File: src/rtl/fetch.sv
// Instruction fetch stage: one outstanding request, single-entry output register, branch redirect.
// Optional FETCH_MISALIGNED_TRAP_EN: a misaligned branch target presents a trap NOP instead of fetching.
module fetch #(
    parameter logic [31:0] BOOT_ADDRESS = 32'h0000_0000
) (
    input  logic        clk_i,
    input  logic        rst_ni,
    input  logic        stall_request_i,
    input  logic        branch_i,
    input  logic [31:0] branch_target_i,
    output logic        mem_req_o,
    output logic [31:0] mem_addr_o,
    input  logic        mem_ack_i,
    input  logic [31:0] mem_data_i,
    output logic        output_valid_o,
    output logic [31:0] instr_o,
    output logic [31:0] pc_o,
    output logic        misaligned_o
);

    localparam logic [31:0] NopInstr = 32'h0000_0013;

    typedef enum logic [1:0] {
        StIdle,
        StReq,
        StOut,
        StFlush
    } state_e;

    state_e      state_q, state_d;
    logic [31:0] pc_q, pc_d;
    logic [31:0] flush_addr_q, flush_addr_d;
    logic [31:0] instr_q, instr_d;
    logic [31:0] pc_out_q, pc_out_d;
    logic        trap_q, trap_d;

    logic [31:0] target;
    logic        target_misaligned;

`ifdef FETCH_MISALIGNED_TRAP_EN
    assign target            = branch_target_i;
    assign target_misaligned = |branch_target_i[1:0];
`else
    assign target            = branch_target_i & 32'hFFFF_FFFC;
    assign target_misaligned = 1'b0;
`endif

    always_comb begin
        state_d      = state_q;
        pc_d         = pc_q;
        flush_addr_d = flush_addr_q;
        instr_d      = instr_q;
        pc_out_d     = pc_out_q;
        trap_d       = trap_q;

        unique case (state_q)
            StIdle: begin
                state_d = StReq;
            end
            StReq: begin
                if (branch_i) begin
                    pc_d = target;
                    // Without a same-edge ack the old request is still in flight and must drain.
                    if (mem_ack_i) begin
                        state_d = StReq;
                    end else begin
                        state_d      = StFlush;
                        flush_addr_d = pc_q;
                    end
                end else if (mem_ack_i) begin
                    instr_d  = mem_data_i;
                    pc_out_d = pc_q;
                    state_d  = StOut;
                end
            end
            StOut: begin
                if (branch_i) begin
                    pc_d    = target;
                    trap_d  = 1'b0;
                    state_d = StReq;
                end else if (!stall_request_i && !trap_q) begin
                    pc_d    = pc_q + 32'd4;
                    state_d = StReq;
                end
            end
            StFlush: begin
                if (branch_i) begin
                    pc_d = target;
                end else if (mem_ack_i) begin
                    state_d = StReq;
                end
            end
            default: begin
                state_d = StIdle;
            end
        endcase

        // A misaligned target overrides the normal redirect in every non-idle state.
        if (branch_i && target_misaligned && (state_q != StIdle)) begin
            state_d  = StOut;
            trap_d   = 1'b1;
            instr_d  = NopInstr;
            pc_out_d = target;
            pc_d     = target;
        end
    end

    always_ff @(posedge clk_i or negedge rst_ni) begin
        if (!rst_ni) begin
            state_q      <= StIdle;
            pc_q         <= BOOT_ADDRESS;
            flush_addr_q <= 32'h0;
            instr_q      <= 32'h0;
            pc_out_q     <= 32'h0;
            trap_q       <= 1'b0;
        end else begin
            state_q      <= state_d;
            pc_q         <= pc_d;
            flush_addr_q <= flush_addr_d;
            instr_q      <= instr_d;
            pc_out_q     <= pc_out_d;
            trap_q       <= trap_d;
        end
    end

    assign mem_req_o      = (state_q == StReq) || (state_q == StFlush);
    assign mem_addr_o     = (state_q == StFlush) ? flush_addr_q : pc_q;
    assign output_valid_o = (state_q == StOut);
    assign instr_o        = instr_q;
    assign pc_o           = pc_out_q;
    assign misaligned_o   = trap_q;

endmodule
File: config.mk
export PLATFORM = sky130hd
export DESIGN_NAME = fetch
export DESIGN_NICKNAME = d
export VERILOG_FILES = /design/src/rtl/fetch.sv
export SDC_FILE = /design/constraint.sdc
export NUM_CORES = 1
export LEC_CHECK = 0
export ABC_AREA = 1
export BUFFER_PORTS_ARGS = -buffer_cell sky130_fd_sc_hd__buf_2
export CORE_MARGIN = 5
export CORE_UTILIZATION = 40
export DETAILED_ROUTE_END_ITERATION = 10
export PLACE_DENSITY_LB_ADDON = 0.08
export SKIP_CTS_REPAIR_TIMING = 1
export SYNTH_ARGS = -nofsm -noshare
export SYNTH_HDL_FRONTEND = slang
export SYNTH_SLANG_ARGS = --single-unit
export TNS_END_PERCENT = 1
File: constraint.sdc
create_clock -name clk_i -period 1.55 [get_ports clk_i]
set_clock_uncertainty 0.15 [all_clocks]
set_input_delay 0.155 -clock clk_i [delete_from_list [all_inputs] [get_ports clk_i]]
set_output_delay 0.155 -clock clk_i [all_outputs]
set_load 0.1 [all_outputs]
# --- Word-level counts from Yosys, hierarchy flattened ---
# Cells that the tools add are included.
totals:
  register_bits: 130
  elab_cells: 38
  output_inout_bits: 99
classes:
  n_bitwise: 2
  addsub: 1
  reduce_logical: 9
  n_mux: 13
  n_eq_ne: 8
op_table:
  columns: ["op", "count"]
  rows:
  - ["$mux W32", 4]
  - ["$pmux W32 S2", 1]
  - ["$add A32 B3 Y32 const B", 1]
  - ["$mux W2", 7]
  - ["$reduce_and A3 Y1", 3]
  - ["$pmux W2 S4", 1]
  - ["$eq A2 B2 Y1 const B", 2]
  - ["$ne A2 B2 Y1 const B", 2]
  - ["$reduce_and A4 Y1", 1]
  - ["$ne A3 B2 Y1 const B", 1]
  - ["$ne A3 B3 Y1 const B", 1]
  - ["$eq A2 B1 Y1 const B", 1]
  - ["$logic_not A2 Y1", 1]
  - ["$ne A2 B1 Y1 const B", 1]
  - ["$not A1 Y1", 2]
  - ["$reduce_bool A2 Y1", 1]
  - ["$reduce_or A2 Y1", 1]
  - ["$logic_not A1 Y1", 1]
  - ["$logic_or A1 B1 Y1", 1]

# --- Longest topological paths before layout ---
# Gate-level depths: netlist (run 1).
depth:
  ltp_word: 4
  mapped_depth: 10
  mapped_depth_nobuf: 10

# --- Worst setup path after synthesis (run 1) ---
# OpenSTA, ideal clock, no wires.
synth_timing:
  path_kind: "register to register"
  startpoint: "reg state_q[0]"
  endpoint: "reg pc_q[3]"
  required_ns: 1.258
  t_arrival_ns: 2.497
  synth_period_minus_slack_ns: 2.789
  n_path_buf: 1
  slack_ns: -1.239
  setup_ns: 0.142
  path_stages_with_launch: 6
  path_cell_list: "dfrtp_1 > nor2_1 > o21ai_2 > inv_2 > clkbuf_1 > a31oi_1"
synth_lines:
  columns: ["item", "line", "rtl"]
  rows:
  - ["start, declared", "30", "state_e state_q, state_d;"]
  - ["start signal, assigned", "110", "state_q <= StIdle;"]
  - ["start signal, assigned", "117", "state_q <= state_d;"]
  - ["$eq A2 B2 Y1 (*)", null, null]
  - ["net output_valid_o", "15", "output logic output_valid_o,"]
  - ["$ne A3 B2 Y1 (no source line) / $reduce_bool A2 Y1 (equally long branches)", null, null]
  - ["$reduce_and A3 Y1 (no source line)", null, null]
  - ["end signal, assigned", "118", "pc_q <= pc_d;"]
  - ["end, declared", "31", "logic [31:0] pc_q, pc_d;"]
# Mark *: on every way through the listed nets, which the timed path passes. The rest lies on a longest branch.
# A chain may end at the register's enable or synchronous reset.

# --- Worst setup path after layout (run 1) ---
layout_timing:
  startpoint: "reg state_q[0]"
  endpoint: "out mem_addr_o[15]"
layout_between:
  elab_chain_len: 2
layout_rtl:
  columns: ["item", "line", "rtl"]
  rows:
  - ["$eq A2 B2 Y1", "127", "assign mem_addr_o = (state_q == StFlush) ? flush_addr_q : pc_q;"]
  - ["$mux W32", "127", null]
  - ["end, declared", "12", "output logic [31:0] mem_addr_o,"]
# No other way between the ends.

==> results of run 1 <==
## layout make-up
class	count	area share, %
repair buffers	300	27.5
clock buffers	18	4.42
multi-input cells	616	31.0
clock inverters	14	1.45
flip-flops and latches	124	31.3
well taps	188	2.37
inverters	51	1.93
## worst reg2reg max path, stage by stage, from the launching register on
cell	delay, ns
dfrtp_1	0.40
ha_1	0.22
nand2_1	0.12
nor2_4	0.06
nand2_2	0.13
nor2_2	0.07
buf_4	0.13
nand2_1	0.04
nand3_1	0.07
a21oi_1	0.13
inv_1	0.06
## cells in the mapped netlist
master    instances
nand2_1         311
a31oi_1           4
nor2_1          119
clkbuf_1         21
o21ai_0          31
nand3b_1          1
a22oi_1           1
o22ai_1           3
o21bai_1          1
nor2_4            2
inv_2             4
a21oi_1          40
nand4_1           2
buf_2            13
o21ai_1          53
xor2_1            2
conb_1            1
nand3_1          38
buf_6             4
o21ai_2           1
ha_1              1
buf_4             5
and2_1            1
inv_1            47
dfrtp_1         124
## sequential cells by signal (all words and copies together), names as in the netlist
register / cells
instr_o: 32
flush_addr_q: 30
pc_o: 30
pc_q: 30
state_q: 2
## how the worst max path moves through the flow
stage / to / startpoint / slack [ns]
CTS: mem_addr_o[28] / state_q[0]$_DFFE_PN0P_ / -0.47
detailed placement: pc_q[14]$_DFFE_PN0P_ / pc_q[3]$_DFFE_PN0P_ / -0.21
floorplan: pc_q[5]$_DFFE_PN0P_ / state_q[0]$_DFFE_PN0P_ / -0.22
global placement: pc_q[14]$_DFFE_PN0P_ / pc_q[2]$_DFFE_PN0P_ / -0.16
finish: mem_addr_o[15] / state_q[0]$_DFFE_PN0P_ / -0.45
global route: mem_addr_o[17] / state_q[0]$_DFFE_PN0P_ / -0.49
## per-stage QoR
stage | util [%] | instance area [µm²] | instances | hold WS (ns)
after CTS | 60.2 | 9080 | 1248 | -0.466
after detailed placement | 56.3 | 8500 | 1216 | -0.0173
after floorplan | - | 6500 | 834 | -0.291
final | 65.8 | 9930 | 1311 | -0.0715
after global placement | 56.3 | 8500 | 1216 | -0.0111
after global routing | 65.8 | 9930 | 1311 | -0.0000521
## cell families after synthesis
| group | synth area share, % |
|---|---|
| compound gates | 11.3 |
| xor+xnor | 0.287 |
| fa+ha+maj | 0.205 |
| buf+inv | 6.86 |
| flops | 50.9 |
| other cells | 0.0615 |
| simple gates | 30.4 |
## per-layer routing
layer  vias to the layer above  share of wire [%]
met5                         -                  0
met1                      2865                 46
met2                       132                 49
li1                       3178                  -
met4                         0               0.82
met3                        15                4.0
==> results.toml, run 1 <==
[finish]
layout-drive-gt1-share_pct = 32.2
diodes = 0
nets = 1180
most-common-layout-cells = "308 x nand2_1, 124 x buf_2, 121 x dfrtp_1"
register_area_um2 = 3110
final_common_cell = "nand2_1"
multi_input_area_um2 = 3080
area_growth_syn_to_layout_pct = 62.9
fill_cells = 1259

[timing]
tns_ns = -13.76
fin_crit_ns = 2.00
grt_setup_unrepaired = "true"
hold_viol_final = 7
setup_viol = 59
fin_crit_sh_pct = 129
fin_hold_ws_ns = -0.0715
fmax_mhz = 500
setup_ws_ns = -0.450
drv_slew = 0

[synth]
synth.area.top_cells = "dfrtp_1 51%, nand2_1 19%, nor2_1 7.3%"
synth.ff_latch_count = 124
ys_seq_area_share_pct = 50.9
syn_inst = 830
yosysTopAreaCellShare_pct = 50.9
yosysWarnings = 0
syn_avg_cell_area_um2 = 7.34
synthDistinctLibCells = 25
yosysTopAreaCell = "dfrtp_1"
netlist_area_um2 = 6100

[global_routing]
grt_overflow = 0
grt_pass1_wl_mm = 29.3
grtUsageMet1_pct = 27.8
grtUsageTotal_pct = 20.3
antenna_found_initial = 0
grt_pass1_vias = 5748
grt-busiest-layer = "met2"
grt_max_degree = 47
grtUsageMet2_pct = 33.1
grtUsageMet3_pct = 3.70

[placed_design]
post-place-ws_ns = -0.209
portBuffers = 160
routabilityCongestion = 0.912
place_hpwl_mm = 13.2

[die]
io_pins = 168
die_h_um = 133
dieArea_um2 = 17800
start_util_pct = 40.4
rows = 45
die_w_um = 133
core_area_um2 = 15100

[drt]
drc = 0
detail_route.wirelength_mm = 18.6
drtIter0Drc = 325
dr.pass1.iters = 5
vias_per_cell = 4.72
wl_per_cell_um = 14.2
final_antenna_net_count = 0
num_vias = 6190

[flow_run]
drv_cap = 0

[worst_hold_path]
hp-start = "branch_target_i[22]"
hp-class = "input pin to flop"
min_to = "pc_q[22]$_DFFE_PN0P_"
hold_depth = 5

[critical_path]
critical-path-max-stage-delay_ns = 0.48
crit_chain = "nand2_8, clkbuf_16, buf_4, a21oi_4, buf_12"
start_kind = "flop"
crit_buf_inv = 3
path_depth = 5
path_class = "flop to output port"
cp-end-kind = "output port"
crit_family = "buffers and inverters"
cp.required_ns = 1.24
r2r_setup_slack_ns = -0.13
critPathSlowestCell = "dfrtp_2"
r2r_cells = 10
crit_path_max_fanout = 7
worstPathArrival_ns = 1.69
r2r_end = "pc_q[12]$_DFFE_PN0P_"
reg2reg_from = "pc_q[2]$_DFFE_PN0P_"

[cts]
path_clk_slew_ns = 0.06
clock_latency_ns = 0.42
clock_path_buffers = 2
root_buffer = "clkbuf_16"
h-tree-depth = 4
cts_buffers = 17
cts_tree = "built"
clock-sinks = 124

[status]
violations = "hold timing, setup timing"
outcome = "finished, violations left"
Power of run 1 is not shown: default switching activity piles up to over one toggle a cycle in this logic, so the estimate is an artifact.
==> run 2: changes to the inputs <==
- CORE_MARGIN: 5 -> 1
==> results.toml, run 2 (synthesis results as in run 1) <==
[worst_hold_path]
hp-class = "input pin to flop"

[cts]
path_clk_slew_ns = 0.05
root_buffer = "clkbuf_16"
clock-sinks = 124
clock_latency_ns = 0.41
h-tree-depth = 4
clock_path_buffers = 2
cts_buffers = 17
cts_tree = "built"

[finish]
final_common_cell = "nand2_1"
largest_register_ffs = 32
fin_util_pct = 66.0
most-common-layout-cells = "308 x nand2_1, 124 x buf_2, 120 x dfrtp_1"
area_growth_syn_to_layout_pct = 59.1
diodes = 0
layout-drive-gt1-share_pct = 29.8
nets = 1169

[critical_path]
cp-end-kind = "output port"
r2r_cells = 10
r2r_end = "pc_q[13]$_DFFE_PN0P_"
worstPathArrival_ns = 1.64
worstSetupStartpoint = "state_q[1]$_DFFE_PN0P_"
reg2reg_from = "state_q[0]$_DFFE_PN0P_"
path_class = "flop to output port"
cp.required_ns = 1.24
crit_path_end = "mem_addr_o[28]"
start_kind = "flop"
r2r_setup_slack_ns = -0.18
crit_path_max_fanout = 20

[drt]
wl_per_cell_um = 13.9
vias_per_cell = 4.80
final_antenna_net_count = 0
drtIter0Drc = 370
drc = 15
num_vias = 6209
detail_route.wirelength_mm = 18.0
dr.pass1.iters = 8

[timing]
grt_setup_unrepaired = "true"
hold_viol_final = 6
fin_crit_sh_pct = 125
drv_slew = 0
setup_ws_ns = -0.394
fin_hold_ws_ns = -0.0823
fin_crit_ns = 1.94
fmax_mhz = 514
setup_viol = 124

[die]
start_util_pct = 41.5
die_h_um = 125
core_area_um2 = 14700
rows = 44
io_pins = 168
die_w_um = 125
dieArea_um2 = 15700

[status]
outcome = "finished, violations left"
violations = "DRC, hold timing, setup timing"

[global_routing]
grt_pass1_wl_mm = 28.2
grt_pass1_vias = 5606
grt_overflow = 0
grtUsageMet3_pct = 4.92
antenna_found_initial = 0
grt-busiest-layer = "met2"
grtUsageMet2_pct = 36.8
grt_max_degree = 77
grtUsageMet1_pct = 30.3
grtUsageTotal_pct = 22.7

[placed_design]
place_hpwl_mm = 12.2
post-place-ws_ns = -0.154
portBuffers = 160
routabilityCongestion = 0.932

[flow_run]
drv_cap = 0
==> run 2: changes by cell type in the layout (fill, tap and decap cells not counted), sizes merged <==
| cell | delta |
|---|---|
| buf | -8 |
| clkbuf | +1 |
| clkinvlp | -4 |
| inv | -2 |
==> run 2: routing by layer <==
metal	vias up	routed length [µm]
met4	0	262
li1	3153	-
met2	178	8750
met1	2853	8170
met5	-	0
met3	25	856
==> run 2: how the worst min path moves through the flow <==
stage          cells after the start                            to                start  slack (ns)
6_report                           5          pc_q[22]$_DFFE_PN0P_  branch_target_i[22]       -0.08
5_1_grt                            5           pc_q[2]$_DFFE_PN0P_   branch_target_i[2]      0.0006
4_1_cts                            2          pc_o[10]$_DFFE_PN0P_               rst_ni       -0.41
3_5_place_dp                       2          pc_o[11]$_DFFE_PN0P_               rst_ni        0.03
3_3_place_gp                       2          pc_o[11]$_DFFE_PN0P_               rst_ni        0.03
2_1_floorplan                      0  flush_addr_q[10]$_DFFE_PN0P_               rst_ni       -0.29
==> run 2: cell type report <==
| type | instances | area, µm² |
|---|---|---|
| well taps | 184 | 230 |
| flip-flops and latches | 124 | 3110 |
| fillers | 1207 | 5000 |
| inverters | 51 | 191 |
| repair buffers | 289 | 2570 |
| clock buffers | 22 | 474 |
| multi-input cells | 616 | 3030 |
| clock inverters | 8 | 92.6 |
==> run 2: worst max-delay path, cell delays in order, from the launching register on <==
cell	delay, ns
dfrtp_2	0.45
nand2_4	0.13
buf_12	0.20
nor2_1	0.09
a21oi_4	0.15
buf_12	0.19
==> run 2: stage by stage <==
| stage | instance area [µm²] | hold WS, ns | TNS (ns) | std cells |
|---|---|---|---|---|
| 6_report | 9700 | -0.0823 | -20.32 | 1294 |
| 5_1_grt | 9700 | 0.000601 | -36.53 | 1294 |
| 4_1_cts | 8980 | -0.411 | -18.81 | 1233 |
| 3_5_place_dp | 8420 | 0.0305 | -3.49 | 1203 |
| 3_3_place_gp | 8420 | 0.0315 | -2.05 | 1203 |
| 2_1_floorplan | 6500 | -0.291 | -11.55 | 834 |
Power of run 2 is left out for the same reason.
==> run 3: changes to the inputs <==
- ABC_AREA: 1 -> 0
==> results.toml, run 3 <==
[status]
outcome = "finished, violations left"
violations = "hold timing, setup timing"

[synth]
synthDistinctLibCells = 46
yosysTopAreaCell = "dfrtp_1"
synth.area.top_cells = "dfrtp_1 52%, mux2_2 23%, a21oi_1 2.7%"
yosysWarnings = 0
syn_inst = 516
yosysTopAreaCellShare_pct = 52.1
netlist_area_um2 = 5960
ys_dominant_reg_cell = "dfrtp_1"
synth.ff_latch_count = 124
syn_avg_cell_area_um2 = 11.5
synthTopCellsByCount = "124 x dfrtp_1, 122 x mux2_2, 33 x nand2_1"
synth.most_common_cell = "dfrtp_1"
synth_edf_count = 0
synthArstFlopShare_pct = 100
ys_seq_area_share_pct = 52.1

[timing]
drv_slew = 0
fmax_mhz = 484
tns_ns = -42.22
setup_ws_ns = -0.517
setup_viol = 153
fin_crit_sh_pct = 133
hold_viol_final = 4
fin_hold_ws_ns = -0.0472
grt_setup_unrepaired = "true"
fin_crit_ns = 2.07

[placed_design]
place_hpwl_mm = 11.8
portBuffers = 160
routabilityCongestion = 0.849

[cts]
path_clk_slew_ns = 0.06
cts_buffers = 17
clock-sinks = 124
clock_path_buffers = 2
clock_latency_ns = 0.41
h-tree-depth = 4
root_buffer = "clkbuf_16"
cts_tree = "built"

[finish]
fill_cells = 1144
area_growth_syn_to_layout_pct = 64.6
nets = 885
most-common-layout-cells = "123 x buf_2, 122 x dfrtp_1, 82 x buf_4"
diodes = 0
largest_register_ffs = 32
layout-drive-gt1-share_pct = 54.3
final_common_cell = "buf_2"

[global_routing]
antenna_found_initial = 0
grt_max_degree = 41
grtUsageTotal_pct = 21.5
grt_pass1_vias = 4931
grt_pass1_wl_mm = 25.0
grt_overflow = 0

[die]
io_pins = 168
start_util_pct = 41.0
core_area_um2 = 14500
rows = 44
die_h_um = 124
dieArea_um2 = 15400
die_w_um = 124

[critical_path]
crit_path_max_fanout = 6
worstPathArrival_ns = 1.76
start_kind = "flop"
path_class = "flop to output port"
cp-end-kind = "output port"
cp.required_ns = 1.24

[drt]
num_vias = 5161
drc = 0
final_antenna_net_count = 0
wl_per_cell_um = 16.8
detail_route.wirelength_mm = 17.0
drtIter0Drc = 170
dr.pass1.iters = 5
vias_per_cell = 5.10

[worst_hold_path]
hp-class = "input pin to flop"

[flow_run]
drv_cap = 0
[run 3: path summary, 6_finish.rpt]
check | start | cells after the start | to | slack [ns]
setup / recovery | state_q[0]$_DFFE_PN0P_ | 5 | mem_addr_o[6] | -0.52
hold / removal | branch_target_i[24] | 3 | pc_q[24]$_DFFE_PN0P_ | -0.05
setup reg to reg | state_q[0]$_DFFE_PN0P_ | 7 | pc_q[22]$_DFFE_PN0P_ | -0.37
hold reg to reg | pc_o[20]$_DFFE_PN0P_ | 1 | pc_o[20]$_DFFE_PN0P_ | 0.35
max in group asynchronous | rst_ni | 3 | instr_o[3]$_DFFE_PN0P_ | 0.60
min in group asynchronous | rst_ni | 2 | pc_q[21]$_DFFE_PN0P_ | 0.09
[run 3: cells by family after synthesis]
| family | share of synthesized area (%) |
|---|---|
| muxes | 23.2 |
| xor gates and xnor gates | 0.147 |
| DFF | 52.1 |
| AOI/OAI and AO/OA | 8.09 |
| adders and majority gates | 0.210 |
| buffers and inverters | 3.59 |
| other | 0.0630 |
| and+or+nand+nor | 12.6 |
[run 3: critical path, stage by stage, from the launching register on]
cell	delay, ns
dfrtp_2	0.43
buf_6	0.14
nand2_8	0.12
clkbuf_16	0.17
mux2_4	0.32
buf_12	0.17
[run 3: layer usage]
metal / routed length (µm) / share of wire (%) / GRT usage, % / up-vias
met2: 8720 / 51 / 35.3 / 124
met5: 0 / 0 / 0 / -
met1: 7380 / 43 / 27.2 / 2555
met3: 719 / 4.2 / 5.68 / 15
li1: - / - / - / 2467
met4: 151 / 0.89 / 7.44 / 0
[run 3: layout make-up]
| class | count | area (µm²) | share of cell area (%) |
|---|---|---|---|
| Sequential cell | 124 | 3110 | 31.7 |
| Clock buffer | 24 | 492 | 5.01 |
| Clock inverter | 7 | 135 | 1.38 |
| Multi-Input combinational cell | 350 | 3000 | 30.6 |
| Inverter | 4 | 15.0 | 0.153 |
| Timing Repair Buffer | 318 | 2830 | 28.9 |
| Tap cell | 184 | 230 | 2.35 |
[run 3: per-stage QoR]
step                      hold WS [ns]  std cells  utilization (%)  setup WS [ns]  area [µm²]
after floorplan                 -0.291        520                -         -0.289        6120
after global placement         -0.0517        920             57.2         -0.301        8310
after detailed placement       -0.0490        920             57.2         -0.340        8310
after CTS                       -0.489        951             61.5         -0.611        8940
after global routing           0.00299       1011             67.5         -0.568        9810
final                          -0.0472       1011             67.5         -0.517        9810
Power of run 3 is left out for the same reason.
